### src/rtl/hamming_pkg.sv
// Shared definitions for the Hamming(7,4) codec front end: codeword bit map,
// result source encodings, slot state and the parity/syndrome helpers.
package hamming_pkg;

  localparam logic SRC_ENC = 1'b0;
  localparam logic SRC_DEC = 1'b1;

  localparam int P1_POS = 0;
  localparam int P2_POS = 1;
  localparam int D0_POS = 2;
  localparam int P4_POS = 3;
  localparam int D1_POS = 4;
  localparam int D2_POS = 5;
  localparam int D3_POS = 6;

  typedef enum logic {
    ST_EMPTY = 1'b0,
    ST_FULL  = 1'b1
  } slot_state_e;

  typedef struct packed {
    logic       src;
    logic       err;
    logic [6:0] word;
  } slot_t;

  function automatic logic [6:0] hamming_encode(input logic [3:0] d);
    logic [6:0] c;
    c         = '0;
    c[D0_POS] = d[0];
    c[D1_POS] = d[1];
    c[D2_POS] = d[2];
    c[D3_POS] = d[3];
    c[P1_POS] = d[0] ^ d[1] ^ d[3];
    c[P2_POS] = d[0] ^ d[2] ^ d[3];
    c[P4_POS] = d[1] ^ d[2] ^ d[3];
    return c;
  endfunction

  // A nonzero syndrome is the 1-based position of the single flipped bit.
  function automatic logic [2:0] hamming_syndrome(input logic [6:0] c);
    logic [2:0] s;
    s[2] = c[3] ^ c[4] ^ c[5] ^ c[6];
    s[1] = c[1] ^ c[2] ^ c[5] ^ c[6];
    s[0] = c[0] ^ c[2] ^ c[4] ^ c[6];
    return s;
  endfunction

  function automatic logic [3:0] hamming_extract(input logic [6:0] c);
    return {c[D3_POS], c[D2_POS], c[D1_POS], c[D0_POS]};
  endfunction

endpackage

### src/rtl/hamming74_codec.sv
// Purely combinational Hamming(7,4) encoder plus single-error-correcting
// decoder; both paths are evaluated every cycle and the caller picks one.
module hamming74_codec
  import hamming_pkg::*;
(
  input  logic [3:0] enc_data,
  output logic [6:0] enc_code,
  input  logic [6:0] dec_code,
  output logic [2:0] dec_syn,
  output logic [3:0] dec_data
);

  logic [6:0] flip_mask;
  logic [6:0] fixed_code;

  always_comb begin
    enc_code  = hamming_encode(enc_data);
    dec_syn   = hamming_syndrome(dec_code);
    flip_mask = '0;
    for (int i = 0; i < 7; i++) begin
      flip_mask[i] = (dec_syn == 3'(i + 1));
    end
    fixed_code = dec_code ^ flip_mask;
    dec_data   = hamming_extract(fixed_code);
  end

endmodule

### src/rtl/hamming_codec_arbiter.sv
// Round-robin front end sharing one Hamming(7,4) codec between an encode and a
// decode requester, with a single registered result slot and an error counter.
module hamming_codec_arbiter
  import hamming_pkg::*;
#(
  parameter int CNT_W = 8
) (
  input  logic             clk,
  input  logic             rst,
  input  logic             enc_valid,
  input  logic [3:0]       enc_data,
  output logic             enc_ready,
  input  logic             dec_valid,
  input  logic [6:0]       dec_code,
  output logic             dec_ready,
  output logic             out_valid,
  input  logic             out_ready,
  output logic             out_src,
  output logic [6:0]       out_word,
  output logic             out_err,
  output logic [CNT_W-1:0] err_cnt,
  input  logic             err_clr
);

  localparam logic [CNT_W-1:0] CNT_MAX = {CNT_W{1'b1}};

  // Handshake: a request transfers on a cycle where valid and ready are both
  // high; the result transfers when out_valid and out_ready are both high.
  // ready is the grant and is only raised when the slot frees this cycle.
  slot_state_e      state_q, state_d;
  slot_t            slot_q, slot_d;
  logic             prio_dec_q, prio_dec_d;
  logic [CNT_W-1:0] err_cnt_q, err_cnt_d;

  logic       slot_free;
  logic       grant_enc;
  logic       grant_dec;
  logic [6:0] enc_code;
  logic [2:0] dec_syn;
  logic [3:0] dec_data;
  logic       dec_has_err;

  hamming74_codec u_codec (
    .enc_data (enc_data),
    .enc_code (enc_code),
    .dec_code (dec_code),
    .dec_syn  (dec_syn),
    .dec_data (dec_data)
  );

  assign dec_has_err = (dec_syn != 3'd0);

  // Grants are masked during reset so nothing is accepted while rst is high.
  always_comb begin
    slot_free = (state_q == ST_EMPTY) || out_ready;
    grant_enc = 1'b0;
    grant_dec = 1'b0;
    if (!rst && slot_free) begin
      if (enc_valid && dec_valid) begin
        grant_dec = prio_dec_q;
        grant_enc = !prio_dec_q;
      end else begin
        grant_enc = enc_valid;
        grant_dec = dec_valid;
      end
    end
  end

  always_comb begin
    state_d    = state_q;
    slot_d     = slot_q;
    prio_dec_d = prio_dec_q;
    err_cnt_d  = err_cnt_q;
    if (grant_enc) begin
      slot_d.src  = SRC_ENC;
      slot_d.err  = 1'b0;
      slot_d.word = enc_code;
      state_d     = ST_FULL;
      prio_dec_d  = 1'b1;
    end else if (grant_dec) begin
      slot_d.src  = SRC_DEC;
      slot_d.err  = dec_has_err;
      slot_d.word = {dec_syn, dec_data};
      state_d     = ST_FULL;
      prio_dec_d  = 1'b0;
      if (dec_has_err && (err_cnt_q != CNT_MAX)) begin
        err_cnt_d = err_cnt_q + 1'b1;
      end
    end else if ((state_q == ST_FULL) && out_ready) begin
      state_d = ST_EMPTY;
    end
    if (err_clr) begin
      err_cnt_d = '0;
    end
  end

  always_ff @(posedge clk or posedge rst) begin
    if (rst) begin
      state_q    <= ST_EMPTY;
      slot_q     <= '0;
      prio_dec_q <= 1'b0;
      err_cnt_q  <= '0;
    end else begin
      state_q    <= state_d;
      slot_q     <= slot_d;
      prio_dec_q <= prio_dec_d;
      err_cnt_q  <= err_cnt_d;
    end
  end

  assign enc_ready = grant_enc;
  assign dec_ready = grant_dec;
  assign out_valid = (state_q == ST_FULL);
  assign out_src   = slot_q.src;
  assign out_word  = slot_q.word;
  assign out_err   = slot_q.err;
  assign err_cnt   = err_cnt_q;

endmodule

### config.mk
export PLATFORM = sky130hd
export DESIGN_NAME = hamming_codec_arbiter
export DESIGN_NICKNAME = d
export VERILOG_FILES = /design/src/rtl/hamming_pkg.sv /design/src/rtl/hamming74_codec.sv /design/src/rtl/hamming_codec_arbiter.sv
export SDC_FILE = /design/constraint.sdc
export NUM_CORES = 1
export LEC_CHECK = 0
export ABC_AREA = 1
export CAP_MARGIN = 20
export CORE_UTILIZATION = 31
export CTS_CLUSTER_DIAMETER = 80
export DETAILED_ROUTE_END_ITERATION = 10
export DONT_BUFFER_PORTS = 1
export SLEW_MARGIN = 20
export SYNTH_ARGS = -nofsm -noshare
export SYNTH_HDL_FRONTEND = slang
export SYNTH_SLANG_ARGS = --single-unit
### constraint.sdc
create_clock -name clk -period 1.6 [get_ports clk]
set_input_delay 0.32 -clock clk [delete_from_list [all_inputs] [get_ports clk]]
set_output_delay 0.32 -clock clk [all_outputs]
set_load 0.05 [all_outputs]
**Word-level counts from Yosys, hierarchy flattened**

Index checks and enable logic that the tools add are counted.

- Add/subtract/negate cells: 1
- Equal/unequal tests: 9
- Multiplexer cells: 15
- Bitwise logic cells: 17
- Reductions and logical operators: 13

Operators with widths:

| operator | number |
|---|---|
| 2-to-1 mux 8 bit | 4 |
| 2-to-1 mux 9 bit | 2 |
| XOR 1 bit | 15 |
| equality test 3 bit, second input constant | 4 |
| 2-to-1 mux 1 bit | 9 |
| adder 8 x 1 -> 8 bit, second input constant | 1 |
| != test 8 bit, second input constant | 1 |
| XOR 7 bit | 1 |
| equality test 3 x 2 -> 1 bit, second input constant | 2 |
| nonzero test 2 bit | 3 |
| nonzero test 3 bit | 2 |
| logical AND 1 bit | 4 |
| equality test 3 x 1 -> 1 bit, second input constant | 1 |
| AND reduction 3 bit | 1 |
| zero test 1 bit | 2 |
| != test 2 x 1 -> 1 bit, second input constant | 1 |
| logical OR 1 bit | 1 |
| inverter 1 bit | 1 |

- Register bits: 19
- Output and inout bits: 20
- Word-level logic and storage cells: 61

**Logic depth before layout (Yosys ltp)**

Gate-level depths: netlist of run 1.

- Depth in word-level cells: 9
- Depth in mapped cells: 12
- Depth with buffers taken out: 12

**Modules after synthesis**

Synthesis of run 1 repeated with hierarchy kept, for this count alone.

- Cell total of the unflattened synthesis: 210
- Area, all modules: 1415.1 um2

By module, submodules not included:

| module | times used | cells an instance | area each (um2) | sequential area each (um2) |
|---|---|---|---|---|
| hamming_codec_arbiter | 1 | 133 | 1026.0 | 475.5 |
| hamming74_codec | 1 | 77 | 389.1 | 0.0 |

**Worst setup path after synthesis of run 1**

No wires, ideal clock.

- Path kind: register to register
- Start point: register state_q (netlist: out_valid)
- End point: register err_cnt_q[1] (netlist: err_cnt[1])
- Data arrival time: 1.792 ns
- Path slack: -0.310 ns
- Stages on the path, launching flop included: 9
- Path buffers: 0
- Path through: dfrtp_1 -> inv_1 -> nor2_1 -> nor2_2 -> o211ai_1 -> inv_1 -> nand3_4 -> nor2_1 -> nor2_1

- Longest elaborated chain between the ends: 6
- Elaborated cells between the ends (all ways): 8

RTL lines:

| element | RTL line | text |
|---|---|---|
| start: declaration | hamming_codec_arbiter.sv:30 | `slot_state_e state_q, state_d;` |
| start signal: assignment | hamming_codec_arbiter.sv:104 | `state_q <= state_d;` |
| inverter 1 bit | hamming_codec_arbiter.sv:55 | `slot_free = (state_q == ST_EMPTY) \|\| out_ready;` |
| logical OR 1 bit | hamming_codec_arbiter.sv:55 |  |
| logical AND 1 bit | hamming_codec_arbiter.sv:58 | `if (!rst && slot_free) begin` |
| 2-to-1 mux 1 bit | hamming_codec_arbiter.sv:58 |  |
| via dec_ready | hamming_codec_arbiter.sv:15 | `output logic dec_ready,` |
| nonzero test 2 bit (no line) | -- |  |
| AND reduction 3 bit (no line) | -- |  |
| end signal: assignment | hamming_codec_arbiter.sv:107 | `err_cnt_q <= err_cnt_d;` |
| end: declaration | hamming_codec_arbiter.sv:33 | `logic [CNT_W-1:0] err_cnt_q, err_cnt_d;` |

The timed path passes the listed nets, and every way through them passes these cells.
A chain may end at the register's enable or synchronous reset.

**Worst setup path after layout of run 1**

- Start point: register state_q (netlist: out_valid)
- End point: output dec_ready

- Longest elaborated chain between the ends: 4

RTL lines:

| element | RTL line |
|---|---|
| inverter 1 bit | hamming_codec_arbiter.sv:55 |
| logical OR 1 bit | hamming_codec_arbiter.sv:55 |
| logical AND 1 bit | hamming_codec_arbiter.sv:58 |
| 2-to-1 mux 1 bit | hamming_codec_arbiter.sv:58 |
| end: declaration | hamming_codec_arbiter.sv:15 |

No other way between the ends.

==> results of run 1 <==
[cell type report]
class,instances,share of cell area [%]
multi-input cells,133,47.4
flip-flops and latches,19,29.8
repair buffers,19,10.2
inverters,24,5.95
well taps,50,3.86
clock buffers,4,2.78
[placed cells by master, fill, tap and decap left out, types with 3 or more instances in the layout]
| master | count |
|---|---|
| nor2_1 | 17 |
| buf_4 | 16 |
| nand2_4 | 3 |
| nand2_2 | 9 |
| nand3_1 | 18 |
| nor2_2 | 3 |
| o211ai_1 | 3 |
| xnor2_1 | 3 |
| a21oi_1 | 4 |
| xor2_1 | 7 |
| nand2_1 | 43 |
| dfrtp_2 | 6 |
| dfrtp_1 | 13 |
| inv_2 | 7 |
| inv_1 | 15 |
| clkbuf_8 | 3 |
| nand4_1 | 4 |
| o21ai_0 | 6 |
[cells by family after synthesis]
kind of cell	synth area share (%)
compound gates	6.89
xor+xnor	9.07
fa+ha+maj	0.944
buf+inv	7.55
flops	35.9
simple gates	39.7
[sequential cells by signal (all words and copies together) (netlist names)]
register    count
out_src         1
out_err         1
out_valid       1
err_cnt         8
out_word        7
prio_dec_q      1
[worst min path at each step]
stage	from	endpoint
3_5_place_dp	rst	out_word[3]
3_3_place_gp	rst	out_word[3]
2_1_floorplan	rst	err_cnt[5]
4_1_cts	out_ready	out_valid
6_report	out_ready	out_valid
5_1_grt	out_ready	out_valid
[power breakdown]
group	switching [mW]	total, mW	internal [mW]	leakage, nW
clock	0.163	0.340	0.177	0.0228
combinational	0.291	0.460	0.169	0.557
sequential	0.343	0.913	0.570	0.233
[synth_stat cells (2+ instances only)]
| cell | n |
|---|---|
| nand4_1 | 4 |
| inv_2 | 5 |
| nand3_1 | 18 |
| nor2_1 | 18 |
| nor2_2 | 2 |
| o211ai_1 | 3 |
| o21ai_0 | 6 |
| o21ai_1 | 2 |
| nand2_2 | 8 |
| nand2_1 | 44 |
| xnor2_1 | 3 |
| a21oi_1 | 4 |
| xor2_1 | 7 |
| dfrtp_1 | 19 |
| nand3_4 | 2 |
| nand2_4 | 3 |
| inv_1 | 18 |
[metal layers]
metal / vias up / share of wire [%] / GRT usage [%]
li1: 608 / - / -
met1: 543 / 46 / 19.2
met2: 25 / 46 / 22.9
met3: 2 / 6.9 / 3.55
met4: 0 / 1.1 / 6.38
met5: - / 0 / 0
[what timing repair did]
| item | in CTS | in global routing |
|---|---|---|
| gates resized for setup | 3 | 1 |
| setup endpoints to repair | 2 | 5 |
| hold buffers | 1 | 0 |
| pin swaps | 1 | 1 |
| setup buffers | 2 | 3 |
| endpoints found under the hold margin | 4 | 0 |
==> impl_results.md, run 1 <==
* Grt total ovfl at 0
* Row count at 23
* Minimum clock period at about 1.6 ns
* Worst setup margin at -0.0164 ns
* Clock Skews at 0.000835 ns
* Final Power at around 1.7 mW
* Arrival @ worst endpoint at 1.30 ns
* R2R depth at 11
* Violated checks: setup timing
* Status: finished, violations left
* Final hold vios at 0
* Share of layout cells above drive strength 1 at roughly 30%
* Largest net degree at the start of global routing at 16
* Iteration-0 DRC Markers at between 40 and 50
* Final setup fails at 1
* Skew-Pair Late Insertion Delay at 0.25 ns
* CTS tree: yes
* Area contributors post-synth: dfrtp_1, nand2_1, nand3_1, inv_1, nor2_1
* RSZ-0062 raised after global routing: yes
* Crit. End Element: output port
* WP depth at 6
* Top-area cell type share of the netlist area at around 36%
* Setup crit start kind: flip-flop
* Final ANT Viol Nets at 0
* Clock sinks at 19
* Multi-input gate area at 767 um^2
* Via count at around 1,200
* Area of placed instances at about 0.0015 mm^2
* CP endpoint: dec_ready
* Die width at 67.4 um
* Max clock buf depth at 2
* Crit-path leading delay family: flip-flops
* Worst VDD drop at 0.382 mV
* Setup TNS at -0.0164 ns
* Die Span Y at slightly below 70 um
* Worst slew pin tran at ~0.50 ns
* Post-Route WL at 3000 um
* Clock transition at path regs at 0.07 ns
* I/O pins at 37
* Synthesized flop and latch total at 19
* Ant diodes at 0
* Post-DP HPWL at around 2400 um
* Netlist Area Pre-Place at 0.00133 mm^2
* Critical Path RT at 1.28 ns
* Leak Pwr at 0.813 nW
* Power per cell area at 1060 mW/mm^2
* Fillers at 413
* Pre-CTS setup slack at about 0.11 ns
* Hold depth at 1
* Seq/Total Area, Yosys at 35.9%
* First-pass GRT wire length at between 5000 and 6000 um
* Num CTS Buffers at 3
* Die ar. at 0.00454 mm^2
* Effective utilization at floorplan at 32.7%
* Fmax at 0.619 GHz
* Number of I/O port buffers at 0
* Syn Nets at 195
* Final worst path period share at 101%
* FFs w/ async S/R, synth at 100%
* Routed wire length per instance at 12.0 um
* R2R Path Start: out_valid
* Critical path cell sequence: inv_2, nor2_2, nor2_2, o211ai_1, inv_2, buf_12
* Nets at 218
* Vias in the first global route at 1,078
* GRT Total Usage at between 10 and 15%
* Register-to-register setup slack at 0.12 ns
* Setup crit start: out_valid
* Synth area leader: dfrtp_1
* Crit-path max cell delay at 0.41 ns
* Worst Hold Margin at 0.149 ns
* DRT Pass-1 Iters at 4
* Main synth FF type: dfrtp_1
* Seq. cell area at 483 um^2
* Cell area after layout at around 0.0016 mm^2
* Root Buffer: clkbuf_8
* Final cell count without fillers at 249
* Cells after synthesis at 177
* Synth warn at 0
* Core ar. at 0.00406 mm^2
* CP bufs+invs at 3
* Syn Area/Cell at approximately 7.5 um^2
* EDFF count, synth at 0
* Pins Over Slew Limit at 0
* Capturing point of the worst reg2reg path: out_word[2]
* Placed insts at approximately 240
* Yosys cell types at 28
* Crit path kind: flip-flop to output port
* Critical path fanouts, max at 3
* GP Congestion at 0.785
* Initial antenna violation count at 0
* DRC at 0
* Max cap viols at 0
* Area Growth Syn to Fin at 22.2%
* Via density at 4.73
* Finished Core Util at 39.9%
* Worst rel slew slack at 66.9%
* CP max-delay cell: dfrtp_2
* H-tree Lvls at 1
* Min-delay worst type: input port to flip-flop
Note: power is estimated with default switching activity, not from simulation.
==> inputs of run 2 (changes only) <==
ABC_AREA = default   (was 1)
REMOVE_ABC_BUFFERS = 1   (was default)
==> impl_results.md, run 2 <==
* Status: finished, violations left
* Violated checks: setup timing
* Effective utilization at floorplan at between 30% and 40%
* I/O pins at 37
* Most common cell in the netlist: dfrtp_1
* Most common cell after layout, fill and taps aside: buf_4
* Leak Pwr at 0.659 nW
* Num CTS Buffers at 3
* Seq/Total Area, Yosys at 41.4%
* Hold buffers post-CTS at 0
* Critical Path RT at 1.78 ns
* Die Span Y at 62.9 um
* Worst VDD drop at 0.299 mV
* Placed insts at 187
* Final Power at ~1.7 mW
* CTS tree: yes
* EDFF count, synth at 0
* Post-DP HPWL at around 2000 um
* Synth area leader: dfrtp_1
* Worst rel slew slack at about two thirds
* Row count at 21
* Root Buffer: clkbuf_8
* GP Congestion at between 0.8 and 0.9
* Netlist Area Pre-Place at 0.00115 mm^2
* Pins Over Slew Limit at 0
* Syn Area/Cell at 9.99 um^2
* Fmax at between 0.6 and 0.7 GHz
* Yosys cell types at 36
* Most frequent cells after synthesis: dfrtp_1, xnor2_1, nor2_1
* Minimum clock period at 1.63 ns
* Nets at ~170
* Post-Route WL at 2740 um
* Routed wire length per instance at 14.2 um
* Share of layout cells above drive strength 1 at roughly 40%
* Main synth FF type: dfrtp_1
* Crit. End Element: flip-flop
* Setup crit start kind: flip-flop
* Power per cell area at 1110 mW/mm^2
* Via density at 5.11
* Ant diodes at 0
* GRT Total Usage at 14.2%
* Synthesized flop and latch total at 19
* H-tree Lvls at 1
* First-pass GRT wire length at 4530 um
* Crit path kind: flip-flop to flip-flop
* Arrival @ worst endpoint at 1.81 ns
* Worst setup margin at -0.0288 ns
* RSZ-0062 raised after global routing: yes
* Vias in the first global route at ~1,000
* FFs w/ async S/R, synth at 100%
* Iteration-0 DRC Markers at 43
* Min-delay worst type: input port to async pin
* Area Growth Syn to Fin at 36.3%
* Top-area cell type share of the netlist area at 41.4%
* Largest net degree at the start of global routing at 21
* Final cell count without fillers at 193
* Area contributors post-synth: dfrtp_1, xnor2_1, xnor2_2, o31ai_1, or4_1
* Final hold vios at 0
* Clock transition at path regs at 0.07 ns
* Max reg flops at 8
* Number of I/O port buffers at 0
* Max clock buf depth at 2
* Clock Skews at 0.00237 ns
* Worst slew pin tran at 0.496 ns
* Grt total ovfl at 0
* DRC at 0
* DRT Pass-1 Iters at 4
* Clock sinks at 19
* Via count at 986
* Fillers at 332
* Synth warn at 0
* Most frequent cells in the layout: buf_4, dfrtp_1, xnor2_1
* Pre-CTS setup slack at -0.122 ns
* Final ANT Viol Nets at 0
* Core ar. at 0.00344 mm^2
* Die width at 62.9 um
* Worst Hold Margin at ~0.0026 ns
* Initial antenna violation count at 0
* Skew-Pair Late Insertion Delay at approximately 0.25 ns
* Die ar. at 0.00395 mm^2
* Cells after synthesis at about 120
* Final worst path period share at 102%
* Max cap viols at 0
* Final setup fails at 3
* Critical path fanouts, max at 6
[run 2: changes by cell type after synthesis, sizes merged, moves of 10 or more]
cell	change
nand2	-51
inv	-19
nand3	-14
nor2	-13
xnor2	+10
[run 2: worst paths after layout]
| kind | to | slack [ns] | from | cells past startpoint |
|---|---|---|---|---|
| worst max-delay path | err_cnt[7] | -0.03 | out_valid | 8 |
| worst min-delay path | prio_dec_q | 0.003 | rst | 2 |
| worst max register to register | err_cnt[7] | -0.03 | out_valid | 8 |
| worst min register to register | prio_dec_q | 0.57 | prio_dec_q | 2 |
| max in group asynchronous | err_cnt[0] | 1.39 | rst | 2 |
| min in group clk | err_cnt[4] | 0.12 | err_clr | 1 |
[run 2: what timing repair did]
action                                  CTS  global route
endpoints found under the hold margin     0             0
cloned                                    1             0
resized for setup                         9            18
pin swaps                                 5            12
endpoints found under the setup margin   13            14
setup buffers                             0             1
[run 2: cell families (layout without fill, tap and decap cells)]
kind of cell             Yosys count  after routing  share of synthesized area [%]
adder cells (fa/ha/maj)            1              1                           1.09
AND/OR/NAND/NOR                   38             38                           19.7
AO/OA/AOI/OAI                     27             27                           15.4
multiplexers                       3              3                           3.05
XOR/XNOR                          18             18                           15.7
flip-flops                        19             19                           41.4
buffers and inverters              9             41                           3.70
[run 2: layer usage]
layer / global-route usage (%) / up-vias / share of wire [%]
li1: - / 477 / -
met1: 17.4 / 488 / 44
met2: 24.7 / 19 / 52
met3: 1.82 / 2 / 3.1
met4: 6.10 / 0 / 0.95
met5: 0 / - / 0
[run 2: per-stage QoR]
stage | area (um^2) | util (%) | setup TNS, ns
detailed placement | 1410 | 40.9 | -0.587
global route | 1570 | 45.5 | -0.659
global placement | 1410 | 40.9 | -0.348
CTS | 1490 | 43.1 | -0.124
floorplan | 1120 | - | -10.56
finish | 1570 | 45.5 | -0.0712
[run 2: power breakdown]
part / switching, mW / internal [mW]
clock network: 0.151 / 0.177
registers: 0.351 / 0.569
logic: 0.249 / 0.246
[run 2: layout make-up]
type,instances,area (um^2),share of cell area [%]
Timing Repair Buffer,32,262,16.7
Clock buffer,4,45.0,2.88
Inverter,5,21.3,1.36
Tap cell,46,57.6,3.68
Sequential cell,19,475,30.4
Multi-Input combinational cell,87,704,45.0
[run 2: worst max-delay path, cell delays in order (launching register included)]
cell and delay, ns:
dfrtp_1 0.38, nand2b_1 0.09, and2_4 0.16, nand3_4 0.08, inv_4 0.07, o21ai_4 0.06, buf_6 0.14, or4_4 0.42
a21oi_2 0.15
